[src/rtl/morse_player_pkg.sv]
// Shared constants for the Morse playback path.
//   CODE_W            width of a stored letter code
//   LETTER_GAP_UNITS  silent units appended after a letter (trailing 0 adds one more)
//   SPACE_GAP_UNITS   silent units played for a word-space code (16'h0000)
//   DOT / DASH        element encodings used by the button-entry path
//   state_t           playback FSM states
package morse_player_pkg;

  localparam int CODE_W           = 16;
  localparam int PTR_W            = 4;
  localparam int GAP_W            = 3;
  localparam int LETTER_GAP_UNITS = 2;
  localparam int SPACE_GAP_UNITS  = 4;

  localparam logic [1:0] DOT  = 2'b10;
  localparam logic [3:0] DASH = 4'b1110;

  typedef enum logic [1:0] {
    IDLE = 2'd0,
    PLAY = 2'd1,
    GAP  = 2'd2
  } state_t;

endpackage

[src/rtl/morse_player_if.sv]
// Letter-code handshake between the letter registers and the player.
//   code_in     right-aligned letter code (0 = word space)
//   code_valid  code_in is valid
//   code_ready  player can take a code this cycle
// master = code source, slave = player.
interface morse_player_if;
  import morse_player_pkg::*;

  logic [CODE_W-1:0] code_in;
  logic              code_valid;
  logic              code_ready;

  modport master (output code_in, output code_valid, input code_ready);
  modport slave  (input code_in, input code_valid, output code_ready);

endinterface

[src/rtl/morse_player_msb_find.sv]
// Combinational priority encoder: index of the highest set bit of a code.
//   code     letter code
//   msb_idx  index of the highest set bit (0 when code is zero)
//   nonzero  code has at least one set bit
module morse_player_msb_find
  import morse_player_pkg::*;
(
  input  logic [CODE_W-1:0] code,
  output logic [PTR_W-1:0]  msb_idx,
  output logic              nonzero
);

  // Ascending scan: the last set bit seen wins, i.e. the highest one.
  always_comb begin
    msb_idx = '0;
    nonzero = |code;
    for (int i = 0; i < CODE_W; i++) begin
      if (code[i]) msb_idx = PTR_W'(i);
    end
  end

endmodule

[src/rtl/morse_player.sv]
// Plays a stored Morse letter code as timed on/off keying.
// Each code bit is held for one unit (UNIT_TICKS clocks), MSB first from the
// highest set bit; a letter is followed by 2 silent units, a zero code plays
// 4 silent units (word space).
//   clock, reset   system clock, async active-high reset
//   code_bus       letter-code handshake (slave side)
//   abort          synchronous stop, drops the current letter
//   key_out        keying output, 1 = tone/LED on
//   busy           playing a letter or a gap
//   letter_done    one-cycle pulse when a letter or space ends normally
module morse_player
  import morse_player_pkg::*;
#(
  parameter int UNIT_TICKS = 12_500_000,
  parameter int CNT_W      = 24
) (
  input  logic           clock,
  input  logic           reset,
  morse_player_if.slave  code_bus,
  input  logic           abort,
  output logic           key_out,
  output logic           busy,
  output logic           letter_done
);

  localparam logic [CNT_W-1:0] UNIT_LAST  = CNT_W'(UNIT_TICKS - 1);
  localparam logic [GAP_W-1:0] LETTER_GAP = GAP_W'(LETTER_GAP_UNITS);
  localparam logic [GAP_W-1:0] SPACE_GAP  = GAP_W'(SPACE_GAP_UNITS);

  state_t            state, state_n;
  logic [CNT_W-1:0]  cnt, cnt_n;
  logic [PTR_W-1:0]  ptr, ptr_n;
  logic [GAP_W-1:0]  gap, gap_n;
  logic [CODE_W-1:0] shreg, shreg_n;
  logic              key_n, done_n;

  logic [PTR_W-1:0]  msb_idx;
  logic              nonzero;
  logic              unit_end;

  morse_player_msb_find u_msb_find (
    .code    (code_bus.code_in),
    .msb_idx (msb_idx),
    .nonzero (nonzero)
  );

  assign unit_end            = (cnt == UNIT_LAST);
  assign code_bus.code_ready = (state == IDLE) & ~abort;
  assign busy                = (state != IDLE);

  always_ff @(posedge clock or posedge reset) begin
    if (reset) begin
      state       <= IDLE;
      cnt         <= '0;
      ptr         <= '0;
      gap         <= '0;
      shreg       <= '0;
      key_out     <= 1'b0;
      letter_done <= 1'b0;
    end else begin
      state       <= state_n;
      cnt         <= cnt_n;
      ptr         <= ptr_n;
      gap         <= gap_n;
      shreg       <= shreg_n;
      key_out     <= key_n;
      letter_done <= done_n;
    end
  end

  // key_out is registered, so the next element is loaded at the edge that
  // ends the current unit; the first element is loaded at the accept edge.
  always_comb begin
    state_n = state;
    cnt_n   = cnt;
    ptr_n   = ptr;
    gap_n   = gap;
    shreg_n = shreg;
    key_n   = key_out;
    done_n  = 1'b0;

    if (abort) begin
      state_n = IDLE;
      cnt_n   = '0;
      ptr_n   = '0;
      gap_n   = '0;
      key_n   = 1'b0;
    end else begin
      case (state)
        IDLE: begin
          if (code_bus.code_valid) begin
            shreg_n = code_bus.code_in;
            cnt_n   = '0;
            if (nonzero) begin
              state_n = PLAY;
              ptr_n   = msb_idx;
              key_n   = code_bus.code_in[msb_idx];
            end else begin
              state_n = GAP;
              gap_n   = SPACE_GAP;
              key_n   = 1'b0;
            end
          end
        end
        PLAY: begin
          if (unit_end) begin
            cnt_n = '0;
            if (ptr == '0) begin
              state_n = GAP;
              gap_n   = LETTER_GAP;
              key_n   = 1'b0;
            end else begin
              ptr_n = ptr - PTR_W'(1);
              key_n = shreg[ptr - PTR_W'(1)];
            end
          end else begin
            cnt_n = cnt + CNT_W'(1);
          end
        end
        GAP: begin
          if (unit_end) begin
            cnt_n = '0;
            if (gap == GAP_W'(1)) begin
              state_n = IDLE;
              done_n  = 1'b1;
            end else begin
              gap_n = gap - GAP_W'(1);
            end
          end else begin
            cnt_n = cnt + CNT_W'(1);
          end
        end
        default: begin
          state_n = IDLE;
          key_n   = 1'b0;
        end
      endcase
    end
  end

endmodule

[src/flat_wrapper.sv]
// flat-port wrapper written by rule: the top's interface ports become plain ports
module morse_player_flat import morse_player_pkg::*;
#(
  parameter int UNIT_TICKS = 12_500_000,
  parameter int CNT_W      = 24
)
  (clock, reset, abort, key_out, busy, letter_done, code_bus_code_in, code_bus_code_valid, code_bus_code_ready);
  morse_player_if code_bus_i ();
  input  logic clock;
  input  logic reset;
  input  logic abort;
  output logic key_out;
  output logic busy;
  output logic letter_done;
  input wire logic [$bits(code_bus_i.code_in)-1:0] code_bus_code_in;
  input wire logic [$bits(code_bus_i.code_valid)-1:0] code_bus_code_valid;
  output wire logic [$bits(code_bus_i.code_ready)-1:0] code_bus_code_ready;
  assign code_bus_i.code_in = code_bus_code_in;
  assign code_bus_i.code_valid = code_bus_code_valid;
  assign code_bus_code_ready = code_bus_i.code_ready;
  morse_player #(.UNIT_TICKS(UNIT_TICKS), .CNT_W(CNT_W)) u_core (.clock(clock), .reset(reset), .code_bus(code_bus_i), .abort(abort), .key_out(key_out), .busy(busy), .letter_done(letter_done));
endmodule
[config.mk]
export PLATFORM = sky130hd
export DESIGN_NAME = morse_player_flat
export DESIGN_NICKNAME = d
export VERILOG_FILES = /design/src/rtl/morse_player_pkg.sv /design/src/rtl/morse_player_if.sv /design/src/rtl/morse_player_msb_find.sv /design/src/rtl/morse_player.sv /design/src/flat_wrapper.sv
export SDC_FILE = /design/constraint.sdc
export NUM_CORES = 1
export LEC_CHECK = 0
export ABC_AREA = 1
export BUFFER_PORTS_ARGS = -buffer_cell sky130_fd_sc_hd__buf_2
export CORE_MARGIN = 10
export CORE_UTILIZATION = 55
export DETAILED_ROUTE_END_ITERATION = 16
export PLACE_DENSITY = 0.74
export SLEW_MARGIN = 20
export SYNTH_ARGS = -nofsm -noshare
export SYNTH_HDL_FRONTEND = slang
export SYNTH_SLANG_ARGS = --single-unit
[constraint.sdc]
create_clock -name clock -period 2.2 [get_ports clock]
set_input_delay 0.22 -clock clock [delete_from_list [all_inputs] [get_ports clock]]
set_output_delay 0.22 -clock clock [all_outputs]
set_load 0.01 [all_outputs]
; After elaboration in Yosys (flattened, before gate mapping)
; Index checks and enable logic that the tools add are counted.
[totals]
wordCells = 97
reg_bits = 51
[classes]
magnitude_cmp = 2
n_bitwise = 2
n_eq_ne = 14
n_addsub = 3
reduce_logical = 14
n_mux = 55
[op_table]
columns = cell, n
row1 = 4-bit 2-to-1 mux, 19
row2 = 24-bit 2-to-1 mux, 3
row3 = 24-bit case mux with 2 select lines, 1
row4 = "24-bit by 1-bit adder with 24-bit output, second input constant", 1
row5 = "24-bit == test, second input constant", 1
row6 = 3-bit 2-to-1 mux, 7
row7 = 16-bit OR reduction, 1
row8 = "3-bit by 2-bit != test with 1-bit output, second input constant", 5
row9 = 2-bit 2-to-1 mux, 7
row10 = 1-bit 2-to-1 mux, 12
row11 = "3-bit != test, second input constant", 4
row12 = "4-bit by 5-bit less-than comparator with 1-bit output, second input constant", 2
row13 = 5-bit AND reduction, 2
row14 = 3-bit case mux with 3 select lines, 1
row15 = 1-bit binary-select mux with 4-bit select, 2
row16 = 4-bit case mux with 2 select lines, 1
row17 = 7-bit AND reduction, 1
row18 = 2-bit case mux with 3 select lines, 1
row19 = 3-bit AND reduction, 2
row20 = 3-bit nonzero test, 2
row21 = 4-bit zero test, 1
row22 = 4-bit nonzero test, 1
row23 = "4-bit by 1-bit subtractor with 4-bit output, second input constant", 1
row24 = "3-bit by 1-bit == test with 1-bit output, second input constant", 1
row25 = 11 further kinds, 11

; Depth between registers and ports, before layout
[logic_depth]
ltp_word = 21
ltp_mapped = 17
ltp_nobuf = 17

; Cells and area by module
; A second synthesis with hierarchy kept.
[unflattened]
hier_cells = 492
area_unflattened_um2 = 3403.3
[modules_own_cells]
columns = module, instances, area_each_um2, cells_per_inst
row1 = morse_player, 1, 3211.8, 444
row2 = morse_player_msb_find, 1, 191.4, 48

; Worst setup path after synthesis
; Ideal clock, no wire load.
[synth_timing]
path_kind = register to register
from = register u_core.state[0]
to = register u_core.cnt[20]
setup_ps = 123
n_path_buf = 0
setup_slack_ps = 362
t_arrival_ps = 1716
period_less_slack_ps = 1838
stages_incl_launch_ff = 13
path_cell_list = dfrtp_1 > inv_1 > ha_1 > o31ai_4 > inv_4 > nand2_2 > nor2_4 > nand2_2 > nor2_4 > nand2_2 > nor2_1 > o21ai_1 > nor2_1
[synth_via]
elab_chain_len = 4
elab_cells_between_ends = 9
classes_between = eq/ne: 3 / mux: 2 / reduce/logical: 4
[synth_rtl]
columns = item, line_no
row1 = start: declaration, morse_player.sv:30  ; state_t state, state_n;
row2 = start signal: assignment, morse_player.sv:61  ; state <= state_n;
row3 = 2-bit by 1-bit == test with 1-bit output / 2-bit == test (equally long branches), morse_player.sv:89  ; case (state)
row4 = 2-bit OR reduction (no source line), n/a
row5 = 24-bit case mux with 2 select lines / 3-bit nonzero test (equally long branches), n/a
row6 = 24-bit 2-to-1 mux / 2-bit AND reduction (equally long branches), n/a
row7 = end signal: assignment, morse_player.sv:62  ; cnt <= cnt_n;
row8 = end: declaration, morse_player.sv:31  ; logic [CNT_W-1:0] cnt, cnt_n;
; Parallel ways exist; a longest one is shown, timed or not.
; A chain may end at the register's enable or synchronous reset.

; Worst setup path after layout
[layout_timing]
from = register u_core.cnt[1]
to = register u_core.cnt[7]
[layout_via]
elab_chain_len = 4
elab_cells_between_ends = 5
classes_between = add/sub: 1 / eq/ne: 1 / mux: 3
[layout_rtl]
columns = item, line_no
row1 = 24-bit by 1-bit adder with 24-bit output / 24-bit == test (equally long branches), "morse_player.sv:117, morse_player.sv:130, morse_player.sv:47"
row2 = 24-bit 2-to-1 mux *, "morse_player.sv:106, morse_player.sv:121"
row3 = 24-bit case mux with 2 select lines *, morse_player.sv:89
row4 = 24-bit 2-to-1 mux *, morse_player.sv:82  ; if (abort) begin
; Mark *: on every way between the ends. The rest lies on a longest branch, timed or not.

==> report_table.html <==
<table>
<tr><th>Metric</th><th>Value</th></tr>
<tr><th colspan="2">Status</th></tr>
<tr><td>Run status</td><td>complete, no violations</td></tr>
<tr><th colspan="2">Clock tree</th></tr>
<tr><td>Buffer cell driving the clock tree root</td><td>sky130_fd_sc_hd__clkbuf_8</td></tr>
<tr><td>Maximum buffer depth of the clock tree</td><td>2</td></tr>
<tr><td>Number of clock sinks seen by CTS</td><td>51</td></tr>
<tr><td>Clock tree from TritonCTS</td><td>done</td></tr>
<tr><td>CTS clock-pin slew for the worst setup and hold paths</td><td>0.10 ns</td></tr>
<tr><td>Worst-skew pair later-pin latency</td><td>0.31 ns</td></tr>
<tr><td>Number of clock buffers inserted by TritonCTS</td><td>5</td></tr>
<tr><td>H-Tree Level Count</td><td>2</td></tr>
<tr><th colspan="2">Power and ir drop</th></tr>
<tr><td>P_leak</td><td>1.60 nW</td></tr>
<tr><td>Power per standard cell area</td><td>1070 nW/um^2</td></tr>
<tr><td>Worst IR drop on VDD</td><td>0.632 mV</td></tr>
<tr><th colspan="2">Finish</th></tr>
<tr><td>Layout Area Growth over Synthesis</td><td>11.9%</td></tr>
<tr><td>Filler-free cell count of the finished design</td><td>509</td></tr>
<tr><td>Final core utilization</td><td>64.7%</td></tr>
<tr><td>Proportion of layout cells with a drive suffix above 1</td><td>15.3%</td></tr>
<tr><td>Net total in the final layout</td><td>466</td></tr>
<tr><td>Number of antenna cells inserted</td><td>0</td></tr>
<tr><th colspan="2">Synthesis</th></tr>
<tr><td>Share of synthesized registers carrying an async set or reset</td><td>100%</td></tr>
<tr><td>Area contributors post-synth</td><td>sky130_fd_sc_hd__dfrtp_1 42%, sky130_fd_sc_hd__nand2_1 12%, sky130_fd_sc_hd__inv_1 6.8%, sky130_fd_sc_hd__o21ai_0 5.0%, sky130_fd_sc_hd__nor2_1 4.5%</td></tr>
<tr><td>Synth warnings</td><td>0</td></tr>
<tr><td>Cell taking the most area after synthesis</td><td>sky130_fd_sc_hd__dfrtp_1</td></tr>
<tr><td>Syn_nets</td><td>433</td></tr>
<tr><td>Fraction of the yosys area taken by sequential cells</td><td>42.2%</td></tr>
<tr><td>Post-Synthesis Mean Instance Area</td><td>7.47 um^2</td></tr>
<tr><td>Count of unique library cells instantiated by Yosys</td><td>40</td></tr>
<tr><td>Number of synthesized flops with an enable pin</td><td>0</td></tr>
<tr><td>Cell Area, Synth</td><td>3030 um^2</td></tr>
<tr><td>Most instantiated flip-flop cell in the synthesis netlist</td><td>sky130_fd_sc_hd__dfrtp_1</td></tr>
<tr><td>Gate count of the mapped netlist</td><td>405</td></tr>
<tr><td>Area share of the leading cell type in the synthesized netlist</td><td>42.2%</td></tr>
<tr><td>Register bit count reported by yosys</td><td>51</td></tr>
<tr><th colspan="2">Worst setup path</th></tr>
<tr><td>Classification of the worst setup path</td><td>reg -&gt; reg</td></tr>
<tr><td>Cell depth of the worst setup path</td><td>13</td></tr>
<tr><td>Startpoint kind of the worst setup timing path</td><td>register</td></tr>
<tr><td>CP Data Required Time</td><td>2.39 ns</td></tr>
<tr><td>Number of buffers and inverters on the critical path</td><td>4</td></tr>
<tr><td>Crit path launch</td><td>u_core.cnt[1]</td></tr>
<tr><td>Reg2Reg Depth</td><td>13</td></tr>
<tr><td>Delay of the slowest cell on the worst path</td><td>0.39 ns</td></tr>
<tr><td>Kind of end point of the critical path</td><td>register</td></tr>
<tr><td>Crit path max-delay cell type</td><td>sky130_fd_sc_hd__dfrtp_1</td></tr>
<tr><td>Critical Path AT</td><td>2.16 ns</td></tr>
<tr><td>R2r startpoint</td><td>u_core.cnt[1]</td></tr>
<tr><td>Critical path peak fanout</td><td>10</td></tr>
<tr><td>Cell family contributing the most delay on the critical path</td><td>simple AND/OR/NAND/NOR gates</td></tr>
<tr><td>Worst path cell trace</td><td>ha_1 &gt; nand2_1 &gt; nor2_4 &gt; inv_1 &gt; nor2_1 &gt; nand4_2 &gt; buf_4 &gt; nand2_1 &gt; inv_2 &gt; nor2_4 &gt; inv_2 &gt; o21ai_0 &gt; a21oi_1</td></tr>
<tr><th colspan="2">Detailed routing</th></tr>
<tr><td>Detailed-router iteration count before antenna repair</td><td>5</td></tr>
<tr><td>Number of DRC violations after detailed routing</td><td>0</td></tr>
<tr><td>Final routed wirelength across all metal layers</td><td>6560 um</td></tr>
<tr><td>Number of design-rule violations left by the first detailed-router iteration</td><td>128</td></tr>
<tr><td>Routed wire per std cell</td><td>12.9 um</td></tr>
<tr><td>Mean number of vias per cell</td><td>5.21</td></tr>
<tr><td>Routed via count</td><td>2653</td></tr>
<tr><td>Post-route antenna net violation count</td><td>0</td></tr>
<tr><th colspan="2">GRT</th></tr>
<tr><td>Wire length of the first global-routing pass</td><td>12000 um</td></tr>
<tr><td>Via count of the first global-routing pass</td><td>2653</td></tr>
<tr><td>Maximum number of pins on one net before global-route repair</td><td>33</td></tr>
<tr><td>Overflow after GRT</td><td>0</td></tr>
<tr><td>Antenna violations before repair</td><td>0</td></tr>
<tr><td>Total global routing track utilization</td><td>16.5%</td></tr>
<tr><th colspan="2">Min path</th></tr>
<tr><td>Startpoint of the lowest-slack hold path</td><td>code_bus_code_in[5]</td></tr>
<tr><td>Worst hold path cell count</td><td>3</td></tr>
<tr><td>Tightest Hold Check Type</td><td>in -&gt; reg</td></tr>
<tr><th colspan="2">STA</th></tr>
<tr><td>Setup repair after global routing missed its margin</td><td>false</td></tr>
<tr><td>Fin crit period</td><td>1.97 ns</td></tr>
<tr><td>Worst Slack Setup Final</td><td>0.226 ns</td></tr>
<tr><td>Final period utilization</td><td>89.7%</td></tr>
<tr><td>Sum of negative setup slack</td><td>0 ns</td></tr>
<tr><td>Final setup fails</td><td>0</td></tr>
<tr><td>Worst slew pin tran</td><td>0.529 ns</td></tr>
<tr><td>Max-slew violation total from the final report</td><td>0</td></tr>
<tr><td>Worst Hold Slack</td><td>0.188 ns</td></tr>
<tr><td>Max-slew headroom</td><td>64.7%</td></tr>
<tr><td>Timing-limited maximum frequency</td><td>506 MHz</td></tr>
<tr><td>Hold violation total from the final report</td><td>0</td></tr>
<tr><td>Worst-case clock skew</td><td>0.00829 ns</td></tr>
<tr><th colspan="2">Die</th></tr>
<tr><td>Starting density of the core</td><td>57.8%</td></tr>
<tr><td>Core box area</td><td>5240 um^2</td></tr>
<tr><td>Die width</td><td>94.2 um</td></tr>
<tr><td>Num ports</td><td>24</td></tr>
<tr><td>Row Count</td><td>26</td></tr>
<tr><td>Die area</td><td>8870 um^2</td></tr>
<tr><td>Vertical die dimension</td><td>94.2 um</td></tr>
<tr><th colspan="2">Placed design</th></tr>
<tr><td>GPL Wtd Cong</td><td>0.903</td></tr>
<tr><td>Placed Instances</td><td>499</td></tr>
<tr><td>Worst-case setup slack after placement</td><td>0.191 ns</td></tr>
<tr><td>Port Buf Inserts</td><td>23</td></tr>
<tr><td>Half-perimeter wire length after placement</td><td>5100 um</td></tr>
<tr><th colspan="2">Run</th></tr>
<tr><td>Max-cap check violation count</td><td>0</td></tr>
</table>
[through the flow]
step | instance area, um^2 | power, mW
4_1_cts | 3380 | 3.65
3_5_place_dp | 3250 | 2.99
5_1_grt | 3390 | 4.01
3_3_place_gp | 3250 | 2.96
6_report | 3390 | 3.64
2_1_floorplan | 3030 | 2.53
[power by group]
part | switching, mW | internal [mW] | total, mW
registers | 0.139 | 1.17 | 1.31
clock network | 0.314 | 0.339 | 0.653
logic | 1.07 | 0.600 | 1.67
total | 1.53 | 2.11 | 3.64
[worst min-delay path: cells and delay by family]
kind | cells | cell delay, ns
compound gates | 1 | 0.08
buf+inv | 2 | 0.16
[layout make-up]
cell class	instances	area (um^2)
Clock buffer	5	68.8
Clock inverter	3	43.8
Fill cell	472	1850
Inverter	65	248
Multi-Input combinational cell	283	1480
Sequential cell	51	1280
Tap cell	70	87.6
Timing Repair Buffer	32	185
[what timing repair did]
item                                    in CTS  in global routing
buffers inserted                             0                  1
hold buffers                                 1                  0
gates resized for setup                      0                  1
endpoints found under the setup margin       0                  9
endpoints found under the hold margin       19                  0
[layer usage]
layer | track usage [%] | share of wire, % | wire length [um]
met5 | 0 | 0 | 0
met4 | 5.19 | 1.4 | 91
met3 | 3.28 | 3.9 | 254
met2 | 26.4 | 48 | 3150
met1 | 21.6 | 47 | 3060
[layout by cell type (no fill, tap or decap), drive strengths merged, types with 4 or more instances in the layout]
master / count
a21oi: 24
a31oi: 5
buf: 31
clkbuf: 5
clkinv: 4
dfrtp: 51
ha: 8
inv: 63
nand2: 101
nand3: 18
nand4: 7
nor2: 43
nor3: 13
o21ai: 35
o22ai: 4
xor2: 8
[kinds of logic after synthesis]
kind of cell    synth area share [%]
compound gates                  15.5
xor+xnor                        2.32
fa+ha+maj                       3.31
buf+inv                         9.09
flops                           42.2
simple gates                    27.7
[registers in the layout, summed over array words and instances, names as in the netlist]
name / flops
u_core.cnt: 24
u_core.state: 2
u_core.key_out: 1
u_core.letter_done: 1
u_core.ptr: 4
u_core.shreg: 16
u_core.gap: 3
[synthesized netlist by cell type, types with 3 or more instances]
cell type and count:
sky130_fd_sc_hd__inv_1 55, sky130_fd_sc_hd__nor3_1 12, sky130_fd_sc_hd__nor2_4 4, sky130_fd_sc_hd__a31oi_1 5, sky130_fd_sc_hd__nand3_1 18, sky130_fd_sc_hd__nand4_1 5
sky130_fd_sc_hd__xor2_1 8, sky130_fd_sc_hd__a21oi_1 23, sky130_fd_sc_hd__ha_1 8, sky130_fd_sc_hd__nor2_2 3, sky130_fd_sc_hd__clkbuf_1 4, sky130_fd_sc_hd__nand2_1 98
sky130_fd_sc_hd__o22ai_1 4, sky130_fd_sc_hd__dfrtp_1 51, sky130_fd_sc_hd__o21ai_0 30, sky130_fd_sc_hd__o21ai_1 5, sky130_fd_sc_hd__inv_2 7, sky130_fd_sc_hd__nor2_1 36
sky130_fd_sc_hd__nand2_2 3
[path summary, 6_finish.rpt]
check | to | slack (ns)
worst min-delay path | u_core.shreg[5] | 0.19
worst min register to register | u_core.shreg[7] | 0.49
worst max-delay path | u_core.cnt[7] | 0.23
worst max register to register | u_core.cnt[7] | 0.23
min in group asynchronous | u_core.shreg[1] | 0.44
max in group asynchronous | u_core.state[1] | 1.17
Note: power is estimated with default switching activity, not from simulation.
